==> config.mk <==
export PLATFORM = sky130hd
export DESIGN_NAME = mem_stage
export DESIGN_NICKNAME = d
export VERILOG_FILES = /design/src/rtl/mem_stage.sv
export SDC_FILE = /design/constraint.sdc
export NUM_CORES = 1
export LEC_CHECK = 0
export CORE_MARGIN = 3
export CORE_UTILIZATION = 47
export DETAILED_ROUTE_END_ITERATION = 10
export PLACE_DENSITY_LB_ADDON = 0.05
export SYNTH_ARGS = -nofsm -noshare
export SYNTH_HDL_FRONTEND = slang
export SYNTH_SLANG_ARGS = --single-unit
==> constraint.sdc <==
create_clock -name clk -period 3.15 [get_ports clk]
set_input_delay 0.315 -clock clk [delete_from_list [all_inputs] [get_ports clk]]
set_output_delay 0.315 -clock clk [all_outputs]
set_load 0.01 [all_outputs]
==> src/rtl/mem_stage.sv <==
// -----------------------------------------------------------------------------
// mem_stage
// Memory-access stage of the 5-stage MIPS pipeline (between EX and WB).
// Registers the EX result, waits on the data-SRAM read return, keeps a hold
// buffer for read data that arrives while MEM is frozen, and formats load data
// (byte/half/word, sign or zero extended) for write-back and forwarding.
//
// Ports
//   clk, rst           clock; synchronous active-high reset
//   flush              pipeline flush (clears the stage, beats stall)
//   stall[5:0]         stall vector; bit3 = MEM, bit4 = WB; 1 = stop
//   ex_to_mem_bus      {hilo 66, pc 32, ram_en, ram_wen 4, load_type 3,
//                       addr_lo 2, rf_we, rf_waddr 5, rf_wdata 32}
//   data_sram_rdata    read data from the data SRAM
//   data_sram_rvalid   one-cycle pulse marking valid read data
//   mem_to_wb_bus      {hilo 66, pc 32, rf_we, rf_waddr 5, rf_wdata 32}
//   mem_to_id_bus      {rf_we, rf_waddr 5, rf_wdata 32} forwarding to ID
//   stallreq_mem       load still waiting for its data; freeze MEM and earlier
// -----------------------------------------------------------------------------
module mem_stage #(
    parameter int EX_TO_MEM_WD = 146,
    parameter int MEM_TO_WB_WD = 136,
    parameter int FWD_WD       = 38
) (
    input  logic                    clk,
    input  logic                    rst,
    input  logic                    flush,
    input  logic [5:0]              stall,
    input  logic [EX_TO_MEM_WD-1:0] ex_to_mem_bus,
    input  logic [31:0]             data_sram_rdata,
    input  logic                    data_sram_rvalid,
    output logic [MEM_TO_WB_WD-1:0] mem_to_wb_bus,
    output logic [FWD_WD-1:0]       mem_to_id_bus,
    output logic                    stallreq_mem
);

    typedef enum logic [1:0] {
        IDLE = 2'b00,
        WAIT = 2'b01,
        HELD = 2'b10
    } state_e;

    localparam logic [2:0] LT_LB  = 3'b001;
    localparam logic [2:0] LT_LBU = 3'b010;
    localparam logic [2:0] LT_LH  = 3'b011;
    localparam logic [2:0] LT_LHU = 3'b100;
    localparam logic [2:0] LT_LW  = 3'b101;

    logic [EX_TO_MEM_WD-1:0] r_q, r_d;
    state_e                  state_q, state_d;
    logic [31:0]             hold_q, hold_d;

    // Fields of the registered EX result
    logic [65:0] r_hilo;
    logic [31:0] r_pc;
    logic        r_ram_en;
    logic [3:0]  r_ram_wen;
    logic [2:0]  r_load_type;
    logic [1:0]  r_addr_lo;
    logic        r_rf_we;
    logic [4:0]  r_rf_waddr;
    logic [31:0] r_rf_wdata;

    logic        is_load;
    logic [31:0] load_src;
    logic [31:0] wdata;
    logic        unused_stall_bits;

    assign r_hilo      = r_q[EX_TO_MEM_WD-1:80];
    assign r_pc        = r_q[79:48];
    assign r_ram_en    = r_q[47];
    assign r_ram_wen   = r_q[46:43];
    assign r_load_type = r_q[42:40];
    assign r_addr_lo   = r_q[39:38];
    assign r_rf_we     = r_q[37];
    assign r_rf_waddr  = r_q[36:32];
    assign r_rf_wdata  = r_q[31:0];

    // Only the MEM and WB stall bits matter to this stage.
    assign unused_stall_bits = ^{stall[5], stall[2:0]};

    // Select and extend the addressed byte/half of a load word.
    function automatic logic [31:0] fmt_load(input logic [2:0]  lt,
                                             input logic [1:0]  a,
                                             input logic [31:0] d);
        logic [7:0]  b;
        logic [15:0] h;
        logic [31:0] res;
        case (a)
            2'd0:    b = d[7:0];
            2'd1:    b = d[15:8];
            2'd2:    b = d[23:16];
            2'd3:    b = d[31:24];
            default: b = d[7:0];
        endcase
        h = a[1] ? d[31:16] : d[15:0];
        case (lt)
            LT_LB:   res = {{24{b[7]}}, b};
            LT_LBU:  res = {24'd0, b};
            LT_LH:   res = {{16{h[15]}}, h};
            LT_LHU:  res = {16'd0, h};
            LT_LW:   res = d;
            default: res = d;
        endcase
        return res;
    endfunction

    // Writes with nonzero ram_wen are stores and never wait for read data.
    assign is_load = r_ram_en
                   & (r_load_type >= LT_LB) & (r_load_type <= LT_LW)
                   & (r_ram_wen == 4'd0);

    // Input register next value: flush, then MEM bubble, then advance, else hold
    always_comb begin
        r_d = r_q;
        if (flush) begin
            r_d = {EX_TO_MEM_WD{1'b0}};
        end else if (stall[3] && !stall[4]) begin
            r_d = {EX_TO_MEM_WD{1'b0}};
        end else if (!stall[3]) begin
            r_d = ex_to_mem_bus;
        end else begin
            r_d = r_q;
        end
    end

    // Data-return FSM next state and hold-buffer capture
    always_comb begin
        state_d = state_q;
        hold_d  = hold_q;
        if (flush) begin
            // Any read data returning with a flush belongs to a killed load.
            state_d = IDLE;
        end else begin
            case (state_q)
                IDLE: begin
                    if (is_load && !data_sram_rvalid) begin
                        state_d = WAIT;
                    end else if (is_load && data_sram_rvalid && stall[3]) begin
                        state_d = HELD;
                        hold_d  = data_sram_rdata;
                    end else begin
                        state_d = IDLE;
                    end
                end
                WAIT: begin
                    if (data_sram_rvalid) begin
                        if (!stall[3]) begin
                            state_d = IDLE;
                        end else begin
                            // Data arrived while MEM is frozen by someone else;
                            // keep it because rvalid is only a single pulse.
                            state_d = HELD;
                            hold_d  = data_sram_rdata;
                        end
                    end else begin
                        state_d = WAIT;
                    end
                end
                HELD: begin
                    if (!stall[3]) begin
                        state_d = IDLE;
                    end else begin
                        state_d = HELD;
                    end
                end
                default: begin
                    state_d = IDLE;
                end
            endcase
        end
    end

    // Stage registers with synchronous reset
    always_ff @(posedge clk) begin
        if (rst) begin
            r_q     <= {EX_TO_MEM_WD{1'b0}};
            state_q <= IDLE;
            hold_q  <= 32'd0;
        end else begin
            r_q     <= r_d;
            state_q <= state_d;
            hold_q  <= hold_d;
        end
    end

    // Load result and output buses
    always_comb begin
        load_src = (state_q == HELD) ? hold_q : data_sram_rdata;
        if (is_load) begin
            wdata = fmt_load(r_load_type, r_addr_lo, load_src);
        end else begin
            wdata = r_rf_wdata;
        end
        stallreq_mem  = is_load & !data_sram_rvalid
                      & ((state_q == IDLE) | (state_q == WAIT));
        mem_to_wb_bus = {r_hilo, r_pc, r_rf_we, r_rf_waddr, wdata};
        mem_to_id_bus = {r_rf_we, r_rf_waddr, wdata};
    end

endmodule

# [Yosys cells after proc, flatten, opt, wreduce, memory -nomap -nowiden]
# Index checks and enable logic that the tools add are counted.
[op_classes] n_lt_le_gt_ge=2 eq_ne=13 muxes=15 bitwise=7 n_reduce_logical=13
[op_table] op="$mux 32" n=6
[op_table] op="$pmux 32 s4" n=1
[op_table] op="$pmux 32 s2" n=1
[op_table] op="$pmux 8 s4" n=1
[op_table] op="$mux 16" n=1
[op_table] op="$mux 2" n=4
[op_table] op="$ne 2x2->1 const B" n=4
[op_table] op="$eq 2x2->1 const B" n=3
[op_table] op="$eq 3x2->1 const B" n=2
[op_table] op="$pmux 2 s3" n=1
[op_table] op="$reduce_and 6->1" n=1
[op_table] op="$and 1x1->1" n=5
[op_table] op="$eq 2x1->1 const B" n=2
[op_table] op="$logic_and 1x1->1" n=4
[op_table] op="$logic_not 2->1" n=2
[op_table] op="$logic_not 4->1" n=1
[op_table] op="$eq 3x1->1 const B" n=1
[op_table] op="$eq 3x3->1 const B" n=1
[op_table] op="$ge 3x1->1 const B" n=1
[op_table] op="$le 3x3->1 const B" n=1
[op_table] op="$reduce_or 3->1" n=1
[op_table] op="$logic_not 1->1" n=2
[op_table] op="$reduce_bool 2->1" n=1
[op_table] op="$reduce_or 2->1" n=1
[op_table] op="other kinds (2)" n=2
[totals] regBits=180 inputBits=188 output_inout_bits=175 wordCells=53

# [Longest topological paths before layout]
# Gate-level depths: netlist of the first run.
[depth] ltp_word=9 depth_mapped=9 ltp_nobuf=5

# [Least setup slack after synthesis of the first run]
# No wires, ideal clock.
[synth_path] path_kind="register -> output" from="register r_q[40]" to="output port mem_to_wb_bus[14]" t_arrival_ps=1999 t_required_ps=2835 path_slack_ps=836 path_stages_with_launch=9 path_buffers=5 cell_sequence="dfxtp_1 > buf_2 > or3_1 > and4_1 > buf_2 > buf_2 > clkbuf_1 > a41oi_1 > buf_4"
[synth_via] elab_chain_len=5 word_cells_on_any_way=11 classes_between="2 x order compare; 4 x eq/ne; 2 x mux; 3 x bitwise"
[synth_rtl] element="from (decl)" line_no="49" text="logic [EX_TO_MEM_WD-1:0] r_q, r_d;"
[synth_rtl] element="from (signal assigned)" line_no="177" text="r_q <= {EX_TO_MEM_WD{1'b0}};"
[synth_rtl] element="from (signal assigned)" line_no="181" text="r_q <= r_d;"
[synth_rtl] element="$ge 3x1->1" line_no="110" text="& (r_load_type >= LT_LB) & (r_load_type <= LT_LW)"
[synth_rtl] element="$and 1x1->1 (2 in a row)" line_no="110"
[synth_rtl] element="$and 1x1->1" line_no="111" text="& (r_ram_wen == 4'd0);"
[synth_rtl] element="$mux 32 *" line_no="190" text="if (is_load) begin"
[synth_rtl] element="to (decl)" line_no="32" text="output logic [MEM_TO_WB_WD-1:0] mem_to_wb_bus,"
# Every way passes the cells marked *; elsewhere a longest branch is shown, timed or not.

# [Worst setup path in the final report of the first run]
[layout_path] from="register r_q[40]" to="output port mem_to_id_bus[8]"
[layout_via] elab_chain_len=5 word_cells_on_any_way=11 classes_between="2 x order compare; 4 x eq/ne; 2 x mux; 3 x bitwise"
[layout_rtl] element="$ge 3x1->1" line_no="110"
[layout_rtl] element="$and 1x1->1 (2 in a row)" line_no="110"
[layout_rtl] element="$and 1x1->1" line_no="111"
[layout_rtl] element="$mux 32 *" line_no="190"
[layout_rtl] element="to (decl)" line_no="33" text="output logic [FWD_WD-1:0] mem_to_id_bus,"
# Marks and branches as above.

==> summary.txt, run 1 <==
Outcome
  – Status: completed

Die
  – # IOs: 363
  – Effective utilization at floorplan: 0.485
  – Die footprint: a little over 20000 um^2
  – Core Footprint: around 18000 um^2
  – Die X-Extent: 143 um
  – # rows: 49
  – Die Ht: 143 um

Cells and area
  – Post-route cell area: 12500 um^2
  – Share of layout cells above drive strength 1: 0.0908
  – Post-layout util: 0.689
  – Area occupied by multi-input gates: about 4000 um^2
  – Layout net count: 1386
  – Synth-to-Final Area Change: 42.2%
  – Fill cells: 1527
  – Seq. cell area: 3610 um^2

Timing
  – Max Freq: ~0.33 GHz
  – Headroom to the max-slew limit: 0.305
  – Crit share post-route: 0.975
  – Worst clock skew: 6.70 ps
  – Worst slew pin tran: 1040 ps
  – Max Slew Vio Count: 0
  – Final hold violation count: 0
  – Setup TNS: 0 ps
  – Setup violations, final: 0
  – Fin crit period: 3070 ps

Logic synthesis
  – Number of synthesis warnings: 0
  – Synthesized area: 8800 um^2
  – Netlist cell types: 41
  – Multiplexer area fraction after synthesis: 0.203
  – Compound-Gate Fraction of Synth Area: 0.0842
  – Largest family of logic cells by synthesized area: multiplexers
  – Mapped Cells: roughly 1000
  – Synth Register Bits: 180
  – Dominant register cell in the synthesized netlist: dfxtp_1
  – Async set-reset flop share out of synthesis: 0
  – Synth Area in Simple Gates: 0.148
  – Sequential area share after synthesis: 0.410
  – Post-synth EDFFs: 0
  – Synth Area in XOR/XNOR: 0.000996
  – Post-synthesis adder-cell area fraction: 0
  – Syn_area_per_cell: slightly below 9 um^2
  – Synthesized Nets: 1189

Placement
  – Number of port buffers: 358
  – Detail Placement HPWL: 17900 um
  – Placed inst area: 11600 um^2
  – Routability cong.: around 0.84

Global route
  – Vias in the first global route: 7020
  – Largest net degree at the start of global routing: 148
  – Total gr overflow: 0
  – Total GRT Usage: 0.234
  – First-pass GRT wire length: 37500 um
  – Initial antenna violation count: 2

Clock tree
  – Clock slew at reported path FFs: approximately 70 ps
  – Root buffer cell: clkbuf_16
  – TritonCTS Buffers: 17
  – Number of H-tree levels: 4
  – Later-pin clock latency in the skew report: around 420 ps
  – Clock sinks: 180
  – Clk buf depth: 2
  – CTS tree: yes

Power and ir drop
  – Cell Pwr Density: roughly 460 nW/um^2
  – Leakage: 5.05 nW
  – Total power draw: 5.70 mW
  – Peak VDD IR: ~0.0004 V

Setup path
  – Worst path arrival time: between 2000 and 3000 ps
  – Startpoint types: register
  – CP required: 2830 ps
  – Critical path fanouts, max: 16
  – CP Class: register to primary output
  – Crit. End Element: primary output

Drt
  – Drt pass-1 iters: 5
  – Routed WL: between 20000 and 30000 um
  – DRC: 0
  – Initial DRC count: 500
  – Vias: about 7300
  – Routed Antenna Nets: 0
  – Vias per std cell: 5.08
  – WL per Instance: 17.4 um

Run
  – Total of max-cap violations: 0

Min path
  – Min-Delay Path Class: register to register
## sequential cells by signal, summed over array words and instances (netlist names)
register	count
hold_q	32
state_q	2
r_q	146
## final timing paths
| path | cells past startpoint | slack (ps) | endpoint | from |
|---|---|---|---|---|
| max | 6 | 80 | mem_to_id_bus[8] | r_q[40]$_SDFFE_PP0N_ |
| min | 2 | 450 | hold_q[1]$_SDFFE_PP0P_ | hold_q[1]$_SDFFE_PP0P_ |
| max reg2reg | 6 | 1020 | hold_q[22]$_SDFFE_PP0P_ | r_q[40]$_SDFFE_PP0N_ |
| min reg2reg | 2 | 450 | hold_q[1]$_SDFFE_PP0P_ | hold_q[1]$_SDFFE_PP0P_ |
## kinds of logic (layout without fill, tap and decap cells)
family                 count (synthesis)  after routing
buffers and inverters                210            419
XOR/XNOR                               1              1
multiplexers                         177            177
AND/OR/NAND/NOR                      320            321
AO/OA/AOI/OAI                        113            113
flip-flops                           180            180
other                                  0              1
## critical path, stage by stage (launching register included)
cell and delay (ps):
dfxtp_2 380, or3_1 490, and4_2 410, nand3_1 110, o21ai_0 110, a41oi_2 240, clkdlybuf4s50_1 580
## layout make-up
| class | instances | area share |
|---|---|---|
| Multi-Input combinational cell | 612 | 0.321 |
| Timing Repair Buffer | 384 | 0.308 |
| Sequential cell | 180 | 0.289 |
| Clock buffer | 20 | 0.0373 |
| Tap cell | 229 | 0.0229 |
| Clock inverter | 12 | 0.0207 |
| Inverter | 3 | 0.00120 |
| Antenna cell | 1 | 0.000200 |
## cell usage after synthesis (all sizes together), types with 2 or more instances
cell type  count  share of area
nor3           4         0.0028
clkbuf        49          0.021
mux2i        176           0.20
a21o           2         0.0017
nand3         12         0.0068
buf          158           0.13
nor2         211          0.090
a41oi          2         0.0020
o32a           7         0.0080
a21oi         58          0.037
and3b          4         0.0040
or3            2         0.0014
o22ai          7         0.0050
nand2b         2         0.0014
a31oi          6         0.0043
o21a           2         0.0017
o21ai         16         0.0095
a2111oi        3         0.0051
dfxtp        180           0.41
inv            2        0.00085
nor3b          3         0.0026
o31ai          7         0.0060
nand2         76          0.032
## report_power, final
group          total, mW  switching, mW  internal [mW]
clock               2.59          0.933           1.65
sequential          2.36         0.0300           2.33
combinational      0.756          0.304          0.452
total               5.70           1.27           4.43
## routing by layer
layer,vias to the layer above,track usage,wire length (um)
li1,3619,-,-
met1,3372,0.282,9800
met2,304,0.399,12600
met3,26,0.0824,2350
met4,2,0.0615,381
met5,-,0,7
## what timing repair did
action,in CTS,in global routing
pin swaps,1,3
gates resized for setup,16,23
endpoints found under the setup margin,64,64
setup buffers,1,3
gates cloned,0,1
hold buffers,0,0
## per-stage QoR
step / instances / worst slack, ps / hold slack, ps
2_1_floorplan: 1001 / 836 / 392
3_3_place_gp: 1403 / 173 / 440
3_5_place_dp: 1403 / 164 / 446
4_1_cts: 1436 / -20.3 / 455
5_1_grt: 1441 / -27.5 / 467
6_report: 1441 / 79.9 / 453
## placed cells by master, fill, tap and decap left out, types with 10 or more instances in the layout
master / instances
dfxtp_1: 174
o21ai_0: 14
a21oi_2: 13
clkdlybuf4s50_1: 357
a21oi_1: 45
buf_4: 19
clkbuf_16: 17
nor2_1: 211
mux2i_2: 10
mux2i_1: 165
nand3_1: 12
nand2_1: 75
No activity file was read; power rests on OpenSTA's default activity.
==> run 2: changes to the inputs <==
SLEW_MARGIN = 5   (was not set)
==> results of run 2 <==
Same layout as run 1: the final DEF is identical, and so are final timing and power.
==> run 3: changes to the inputs <==
CORE_AREA = 2 2 140 142   (was not set)
CORE_MARGIN = not set   (was 3)
CORE_UTILIZATION = not set   (was 47)
DIE_AREA = 0 0 142 144   (was not set)
==> run 3 against run 2 <==
Net effect: sequential share of layout area up 0.41 points; maximum frequency down 1.1%; sequential cell count unchanged; critical path type unchanged; critical endpoint is now mem_to_id_bus[9]; largest power group is now registers; highest routed layer unchanged.
==> summary.txt, run 3 (synthesis gave the netlist of run 1 again) <==
Timing
  – Worst clock skew: 9.05 ps (+2.35 ps)
  – Crit share post-route: 0.986 (+0.0110)
  – Max Slew Vio Count: 0 (unchanged)
  – Worst slew pin tran: 715 ps (-324 ps)
  – Max Freq: 0.322 GHz (-1.1%)
  – Fin crit period: 3100 ps (+34.8 ps)
  – Hold_ws: 423 ps (-29.6 ps)
  – Setup TNS: 0 ps (unchanged)
  – RSZ-0062 raised after global routing: true
  – Final hold violation count: 0 (unchanged)
  – Headroom to the max-slew limit: 0.523 (+0.219)
  – Setup violations, final: 0 (unchanged)

Cells and area
  – Biggest register: r_q
  – Antenna diodes: 0 (-1)
  – Most common cell after layout, fill and taps aside: clkdlybuf4s50_1
  – Most frequent cells in the layout: clkdlybuf4s50_1, nor2_1, dfxtp_1
  – Top flop regs: r_q: 146 flops, hold_q: 32 flops, state_q: 2 flops
  – Area occupied by multi-input gates: 3980 um^2 (-0.84%)
  – Layout net count: 1385 (-0.072%)
  – Fill cells: 1644 (+7.7%)
  – Post-layout util: 0.647 (-0.0424)
  – Max reg flops: 146 (unchanged)
  – Synth-to-Final Area Change: 40.3%
  – Share of layout cells above drive strength 1: 0.0810 (-0.00984)
  – Seq. cell area: 3610 um^2 (about the same)

Drt
  – WL per Instance: 17.1 um (-2.0%)
  – Routed WL: 24700 um (-1.5%)
  – Initial DRC count: 542 (+8.4%)
  – DRC: 0 (unchanged)
  – Vias per std cell: 5.06 (-0.44%)
  – Vias: 7326 (+0.041%)
  – Drt pass-1 iters: 7 (+2)
  – Routed Antenna Nets: 0 (unchanged)

Global route
  – Total GRT Usage: 0.228 (-0.00652)
  – Vias in the first global route: 6750 (-3.8%)
  – Largest net degree at the start of global routing: 113 (-24%)
  – Initial antenna violation count: 1 (-1)
  – Total gr overflow: 0 (unchanged)
  – First-pass GRT wire length: 36000 um (-3.9%)

Placement
  – Routability cong.: 0.841 (+0.17%)
  – Detail Placement HPWL: 17600 um (-1.5%)
  – Number of port buffers: 358 (unchanged)

Setup path
  – Startpoint types: register
  – Worst setup path start: state_q[0]$_SDFF_PP0_
  – CP required: 2830 ps (about the same)
  – Worst path arrival time: 2790 ps (+30 ps)
  – CP endpoint: mem_to_id_bus[9]
  – Crit. End Element: primary output
  – CP Class: register to primary output
  – Critical path fanouts, max: 10 (-6)
  – Worst reg2reg path startpoint: r_q[47]$_SDFFE_PP0N_
  – RR Endpoint: hold_q[7]$_SDFFE_PP0P_
  – R2R Setup Slk: 1000 ps (-20 ps)
  – R2R depth: 7 (+1)

Outcome
  – Status: completed

Power and ir drop
  – Peak VDD IR: 0.000449 V (+10%)
  – Total power draw: 5.40 mW (-5.3%)
  – Leakage: 4.98 nW (-1.4%)
  – Cell Pwr Density: 437 nW/um^2 (-4.0%)

Die
  – # rows: 51 (+4.1%)
  – Die Ht: 144 um (+0.83%)
  – Die footprint: 20400 um^2 (+0.26%)
  – Effective utilization at floorplan: 0.461 (-0.0237)
  – Die X-Extent: 142 um (-0.57%)
  – Core Footprint: 19100 um^2 (+5.1%)
  – # IOs: 363 (unchanged)

Clock tree
  – Number of H-tree levels: 4 (unchanged)
  – Root buffer cell: clkbuf_16
  – Clock slew at reported path FFs: 70 ps (about the same)
  – Later-pin clock latency in the skew report: 430 ps (about the same)
  – Clock sinks: 180 (unchanged)
  – TritonCTS Buffers: 17 (unchanged)
  – CTS tree: yes
  – Clk buf depth: 2 (unchanged)

Run
  – Total of max-cap violations: 0 (unchanged)

Min path
  – Min-Delay Path Class: primary input to register
[run 3: changes by cell type in the layout (fill, tap and decap cells not counted), sizes merged]
| cell | delta |
|---|---|
| clkbuf | -1 |
| diode | -1 |
| nand2b | +1 |
| bufinv | -3 |
| clkinv | +2 |
| inv | +1 |
| buf | -2 |
| clkinvlp | +1 |
[run 3: how the worst min path moves through the flow]
stage	startpoint	endpoint	depth (start not counted)
2_1_floorplan	data_sram_rvalid	state_q[0]$_SDFF_PP0_	1
4_1_cts	stall[3]	state_q[1]$_SDFF_PP0_	2
3_5_place_dp	hold_q[24]$_SDFFE_PP0P_	hold_q[24]$_SDFFE_PP0P_	2
5_1_grt	stall[3]	state_q[1]$_SDFF_PP0_	2
6_report	stall[3]	state_q[1]$_SDFF_PP0_	2
3_3_place_gp	hold_q[10]$_SDFFE_PP0P_	hold_q[10]$_SDFFE_PP0P_	2
[run 3: power breakdown]
group,switching (mW),internal [mW]
registers,0.0295,2.32
clock network,0.951,1.35
logic,0.301,0.444
total,1.28,4.11
[run 3: metrics by stage]
step	cells	setup slack [ps]	area, um^2
finish	1448	45.2	12300
global route	1448	-41.1	12300
CTS	1444	2.28	12200
detailed placement	1411	204	11500
global placement	1411	163	11500
floorplan	1001	836	8800
[run 3: metal layers]
metal	part of all wire	global-route usage	vias to the layer above
met5	0.00053	0	-
met1	0.39	0.268	3394
li1	-	-	3594
met3	0.087	0.0772	34
met4	0.019	0.0695	2
met2	0.50	0.394	302
[run 3: repair_timing]
item | in CTS | in global routing
gates resized for setup | 7 | 23
endpoints found under the setup margin | 63 | 44
hold buffers | 0 | 0
cloned | 0 | 2
pin swaps | 1 | 3
setup buffers | 1 | 2
[run 3: final cells by class]
cell class,count,share of cell area
Multi-Input combinational cell,613,0.322
Timing Repair Buffer,382,0.309
Sequential cell,180,0.293
Clock buffer,19,0.0351
Tap cell,238,0.0241
Clock inverter,13,0.0156
Inverter,3,0.00122
[run 3: worst max-delay path, cell delays in order, from the launching register on]
cell and delay (ps):
dfxtp_2 370, and3b_1 300, a2111oi_4 80, nor4_4 330, nand2_1 210, buf_4 230, a21oi_1 240, clkdlybuf4s50_1 590
